<file path="config.mk">
export PLATFORM = sky130hd
export DESIGN_NAME = signed_addsub_pipe
export DESIGN_NICKNAME = d
export VERILOG_FILES = /design/src/rtl/signed_addsub_pipe.sv
export SDC_FILE = /design/constraint.sdc
export NUM_CORES = 1
export LEC_CHECK = 0
export CORE_ASPECT_RATIO = 1.4
export CORE_UTILIZATION = 30
export DETAILED_ROUTE_END_ITERATION = 7
export RECOVER_POWER = 25
export SYNTH_ARGS = -nofsm -noshare
export SYNTH_HDL_FRONTEND = slang
export SYNTH_SLANG_ARGS = --single-unit
</file>
<file path="constraint.sdc">
create_clock -name clk -period 2.61 [get_ports clk]
set_input_delay 0.522 -clock clk [delete_from_list [all_inputs] [get_ports clk]]
set_output_delay 0.522 -clock clk [all_outputs]
set_load 0.1 [all_outputs]
</file>
<file path="src/rtl/signed_addsub_pipe.sv">
// Two-stage pipelined signed add/subtract with group carry-lookahead and valid/ready flow control.
// Optional output saturation on signed overflow: define SIGNED_ADDSUB_SATURATE_EN.
module signed_addsub_pipe #(
  parameter int WIDTH = 8,
  parameter int GROUP = 4
) (
  input  logic             clk,
  input  logic             rst_n,
  input  logic             in_valid,
  output logic             in_ready,
  input  logic [WIDTH-1:0] a,
  input  logic [WIDTH-1:0] b,
  input  logic             sub,
  output logic             out_valid,
  input  logic             out_ready,
  output logic [WIDTH-1:0] s,
  output logic             carry,
  output logic             overflow
);

  localparam int unsigned HALF = WIDTH / 2;
  localparam int unsigned GSZ  = GROUP;
  localparam int unsigned NGRP = HALF / GSZ;

  // Returns {carry_out, sum}; carries inside each group are flattened generate/propagate products.
  function automatic logic [HALF:0] cla_half(input logic [HALF-1:0] x,
                                             input logic [HALF-1:0] y,
                                             input logic            cin);
    logic [HALF-1:0] g;
    logic [HALF-1:0] p;
    logic [HALF:0]   c;
    logic            term;
    g    = x & y;
    p    = x ^ y;
    c    = '0;
    c[0] = cin;
    for (int unsigned k = 0; k < NGRP; k++) begin
      for (int unsigned i = 0; i < GSZ; i++) begin
        term = c[k*GSZ];
        for (int unsigned m = 0; m <= i; m++) term = term & p[k*GSZ+m];
        c[k*GSZ+i+1] = term;
        for (int unsigned j = 0; j <= i; j++) begin
          term = g[k*GSZ+j];
          for (int unsigned m = j + 1; m <= i; m++) term = term & p[k*GSZ+m];
          c[k*GSZ+i+1] = c[k*GSZ+i+1] | term;
        end
      end
    end
    return {c[HALF], p ^ c[HALF-1:0]};
  endfunction

  logic             v1;
  logic [HALF-1:0]  a_hi1;
  logic [HALF-1:0]  b_hi1;
  logic [HALF-1:0]  lo1;
  logic             c1;
  logic             adv2;
  logic             take;
  logic [WIDTH-1:0] b_eff;
  logic [HALF:0]    lo_sum;
  logic [HALF:0]    hi_sum;
  logic [WIDTH-1:0] s_raw;
  logic [WIDTH-1:0] s_next;
  logic             ovf_next;

  assign adv2     = !out_valid || out_ready;
  assign in_ready = !v1 || adv2;
  assign take     = in_valid && in_ready;

  always_comb begin
    b_eff    = sub ? ~b : b;
    lo_sum   = cla_half(a[HALF-1:0], b_eff[HALF-1:0], sub);
    hi_sum   = cla_half(a_hi1, b_hi1, c1);
    s_raw    = {hi_sum[HALF-1:0], lo1};
    ovf_next = (a_hi1[HALF-1] == b_hi1[HALF-1]) && (s_raw[WIDTH-1] != a_hi1[HALF-1]);
`ifdef SIGNED_ADDSUB_SATURATE_EN
    s_next   = ovf_next ? {a_hi1[HALF-1], {(WIDTH-1){~a_hi1[HALF-1]}}} : s_raw;
`else
    s_next   = s_raw;
`endif
  end

  // Only the operand high halves are kept: the low half and cin are already folded into lo1/c1.
  always_ff @(posedge clk) begin
    if (!rst_n) begin
      v1        <= 1'b0;
      a_hi1     <= '0;
      b_hi1     <= '0;
      lo1       <= '0;
      c1        <= 1'b0;
      out_valid <= 1'b0;
      s         <= '0;
      carry     <= 1'b0;
      overflow  <= 1'b0;
    end else begin
      if (take) begin
        v1    <= 1'b1;
        a_hi1 <= a[WIDTH-1:HALF];
        b_hi1 <= b_eff[WIDTH-1:HALF];
        lo1   <= lo_sum[HALF-1:0];
        c1    <= lo_sum[HALF];
      end else if (adv2) begin
        v1 <= 1'b0;
      end
      if (adv2) begin
        out_valid <= v1;
        if (v1) begin
          s        <= s_next;
          carry    <= hi_sum[HALF];
          overflow <= ovf_next;
        end
      end
    end
  end

endmodule

</file>
==> results of run 1 <==
[stage by stage]
stage,setup slack (ps),power (mW)
global route,275,0.958
detailed placement,52.0,0.694
finish,326,0.910
floorplan,365,0.610
CTS,323,0.921
global placement,106,0.686
[flip-flops by register name (all words and copies together) (netlist names)]
name,count
a_hi1,4
b_hi1,4
c1,1
carry,1
lo1,4
out_valid,1
overflow,1
s,8
v1,1
[cell usage after synthesis, types with 2 or more instances]
| cell type | number |
|---|---|
| a21o_1 | 2 |
| nand4_1 | 3 |
| ha_1 | 10 |
| a211oi_1 | 2 |
| clkbuf_1 | 5 |
| xor2_1 | 5 |
| o221ai_1 | 2 |
| o2111ai_1 | 4 |
| nand3_1 | 17 |
| o21ai_0 | 13 |
| inv_1 | 4 |
| nor2b_1 | 5 |
| o211a_1 | 6 |
| a21oi_1 | 17 |
| nor2_1 | 3 |
| dfxtp_1 | 25 |
| buf_2 | 2 |
| xnor2_1 | 5 |
| nand2_1 | 5 |
| o211ai_1 | 2 |
[cells by family after synthesis]
logic type,count (synthesis),share of synthesized area (%)
and+or+nand+nor,39,15.2
muxes,1,0.735
AOI/OAI and AO/OA,53,25.6
adders and majority gates,11,10.7
xor gates and xnor gates,10,6.43
buffers and inverters,14,4.59
DFF,25,36.8
[how the worst max path moves through the flow]
stage | to | cells after the start | from | slack, ps
3_5_place_dp | lo1[3] | 7 | b[0] | 50
6_report | lo1[3] | 7 | b[0] | 330
3_3_place_gp | lo1[3] | 7 | b[0] | 110
5_1_grt | lo1[3] | 7 | b[0] | 270
4_1_cts | lo1[3] | 7 | b[0] | 320
2_1_floorplan | in_ready | 4 | out_valid | 370
[worst max-delay path: stages]
cell and delay (ps):
clkdlybuf4s50_1 520, xor2_1 170, ha_1 250, ha_1 210
o211a_1 240, or4_1 500, nand3_1 90
[layout make-up]
class / count / area (µm²) / share of cell area [%]
well taps: 60 / 75.1 / 4.29
repair buffers: 38 / 314 / 17.9
multi-input cells: 114 / 798 / 45.6
inverters: 5 / 18.8 / 1.07
flip-flops and latches: 25 / 500 / 28.6
clock buffers: 4 / 45.0 / 2.57
[power by group through the flow]
stage	registers [mW]	clock network, mW	logic (mW)
6_report	0.426	0.231	0.253
5_1_grt	0.430	0.252	0.275
4_1_cts	0.426	0.235	0.259
3_5_place_dp	0.435	0	0.258
3_3_place_gp	0.434	0	0.252
2_1_floorplan	0.495	0	0.115
[metal layers]
layer / GRT usage [%] / vias to the layer above
met4: 9.05 / 0
met1: 17.2 / 594
li1: - / 636
met2: 25.9 / 29
met5: 0 / -
met3: 1.57 / 6
==> impl_metrics.tcl, run 1 <==
set metrics [dict create \
    status "finished clean" \
    hold_depth 2 \
    htree_levels 1 \
    async_reset_ff_share_pct 0 \
    yosys_warnings 0 \
    cts_buffers 3 \
    post_drt_wl_per_cell_um 13.4 \
    dpl.cell_count 242 \
    antenna_cells 0 \
    syn_inst 153 \
    grt.overflow.total 0 \
    via_per_inst 5.14 \
    drv_cap 0 \
    setup_viol 0 \
    die_h_um 81.7 \
    syn2layout_area_growth_pct 28.7 \
    highest_layer "met4" \
    final_area_um2 1750 \
    drc_errors 0 \
    rows 28 \
    yosysTopAreaCellShare_pct 36.8 \
    p_leak_nw 0.740 \
    crit_path_max_fanout 4 \
    worstRegToRegCells 5 \
    drtPass1Iterations 5 \
    ys_types 36 \
    final_common_cell "dfxtp_1" \
    ys.flop_type "dfxtp_1" \
    worstHoldPathType "reg2reg" \
    fillCellCount 479 \
    cts.clk_slew.worst_paths_ps 90 \
    grt_max_degree 16 \
    die_w_um 58.9 \
    critPathKind "in2reg" \
    wl_met1_um 1470 \
    hold_start "lo1[0]" \
    grt_pass1_vias 1221 \
    ys_ff_latch 25 \
    relSlewSlack_pct 22.7 \
    initialDrtViolationCount 37 \
    rsz0062_at_grt "false" \
    grt_pass1_wl_um 5460 \
    postPlaceCellArea_um2 1740 \
    ant_nets 0 \
    nets 219 \
    finalCritPeriodShare_pct 87.5 \
    fmax_mhz 438 \
    r2r-start "a_hi1[0]" \
    fin_tns_setup_ps 0 \
    antenna_found_initial 0 \
    clock_sinks 25 \
    synth.top_cells.by_area "dfxtp_1 37%, ha_1 9.2%, a21oi_1 6.3%" \
    drive_gt1_share_pct 7.53 \
    critPathCaptureType "flop" \
    hold_path_end "s[0]" \
    vias 1265 \
    layout_min_cycle_time_ps 2280 \
    p_int_uw 614 \
    power_switching_share_pct 32.6 \
    place_hpwl_um 2540 \
    route.met3.wl_um 110 \
    fp.dieArea_um2 4810 \
    powerDensity_nw_per_um2 519 \
    ctsHoldBuffers 0 \
    fin_cells 246 \
    worstMarginPinSlew_ps 1160 \
    tritoncts "built" \
    clkLatencyLatePin_ps 270 \
    syn_nets 185 \
    reg2reg_to "overflow" \
    start_kind "primary input" \
    portBuffers 32 \
    clockPowerShare_pct 25.4 \
    wl_um 3310 \
    pwr-share-comb_pct 27.8 \
    wl_met2_um 1660 \
    coreArea_um2 4270 \
    clockRootBuffer "clkbuf_8" \
    finalMaxSlewViolations 0 \
    syn_area_um2 1360 \
    net-switching-power_uw 296 \
    io-pin-count 33 \
    ir_worst_vdd_v 0.000180 \
    final.hold.worst_slack_ps 477 \
    clockBufferDepth 2 \
    layout_common_cells "25 x dfxtp_1, 20 x clkdlybuf4s50_1, 17 x nand3_1, 17 x a21oi_1, 13 x o21ai_0" \
    power_frac_seq_pct 46.8 \
    r2r_slack_ps 890 \
    required_ps 2830 \
    start_util_pct 31.9 \
    arrival_ps 2500 \
    cts_setup_buffers 0 \
    routabilityCongestion 0.920 \
    yosysSeqAreaShare_pct 36.8 \
    synth-edff-count 0 \
    post_cts_resized 0 \
    grt_util_all_layers_pct 14.9 \
    syn_area_per_cell_um2 8.90 \
    fin_util_pct 41.0 \
    skew_ps 6.42 \
    synth_area_leader_cell "dfxtp_1" \
    final-hold-violation-count 0 \
]
Power figures use the tool's default switching activity.
==> run 2, diff against run 1 <==
--- a/config.mk
+++ b/config.mk
@@ -5,8 +5,10 @@
 export SDC_FILE = /design/constraint.sdc
 export NUM_CORES = 1
 export LEC_CHECK = 0
+export ABC_CLOCK_PERIOD_IN_PS = 2610
 export CORE_ASPECT_RATIO = 1.4
 export CORE_UTILIZATION = 30
+export CTS_CLUSTER_DIAMETER = 30
 export DETAILED_ROUTE_END_ITERATION = 7
 export RECOVER_POWER = 25
 export SYNTH_ARGS = -nofsm -noshare
==> results of run 2 <==
Final layout, timing and power as in run 1 (identical DEF).
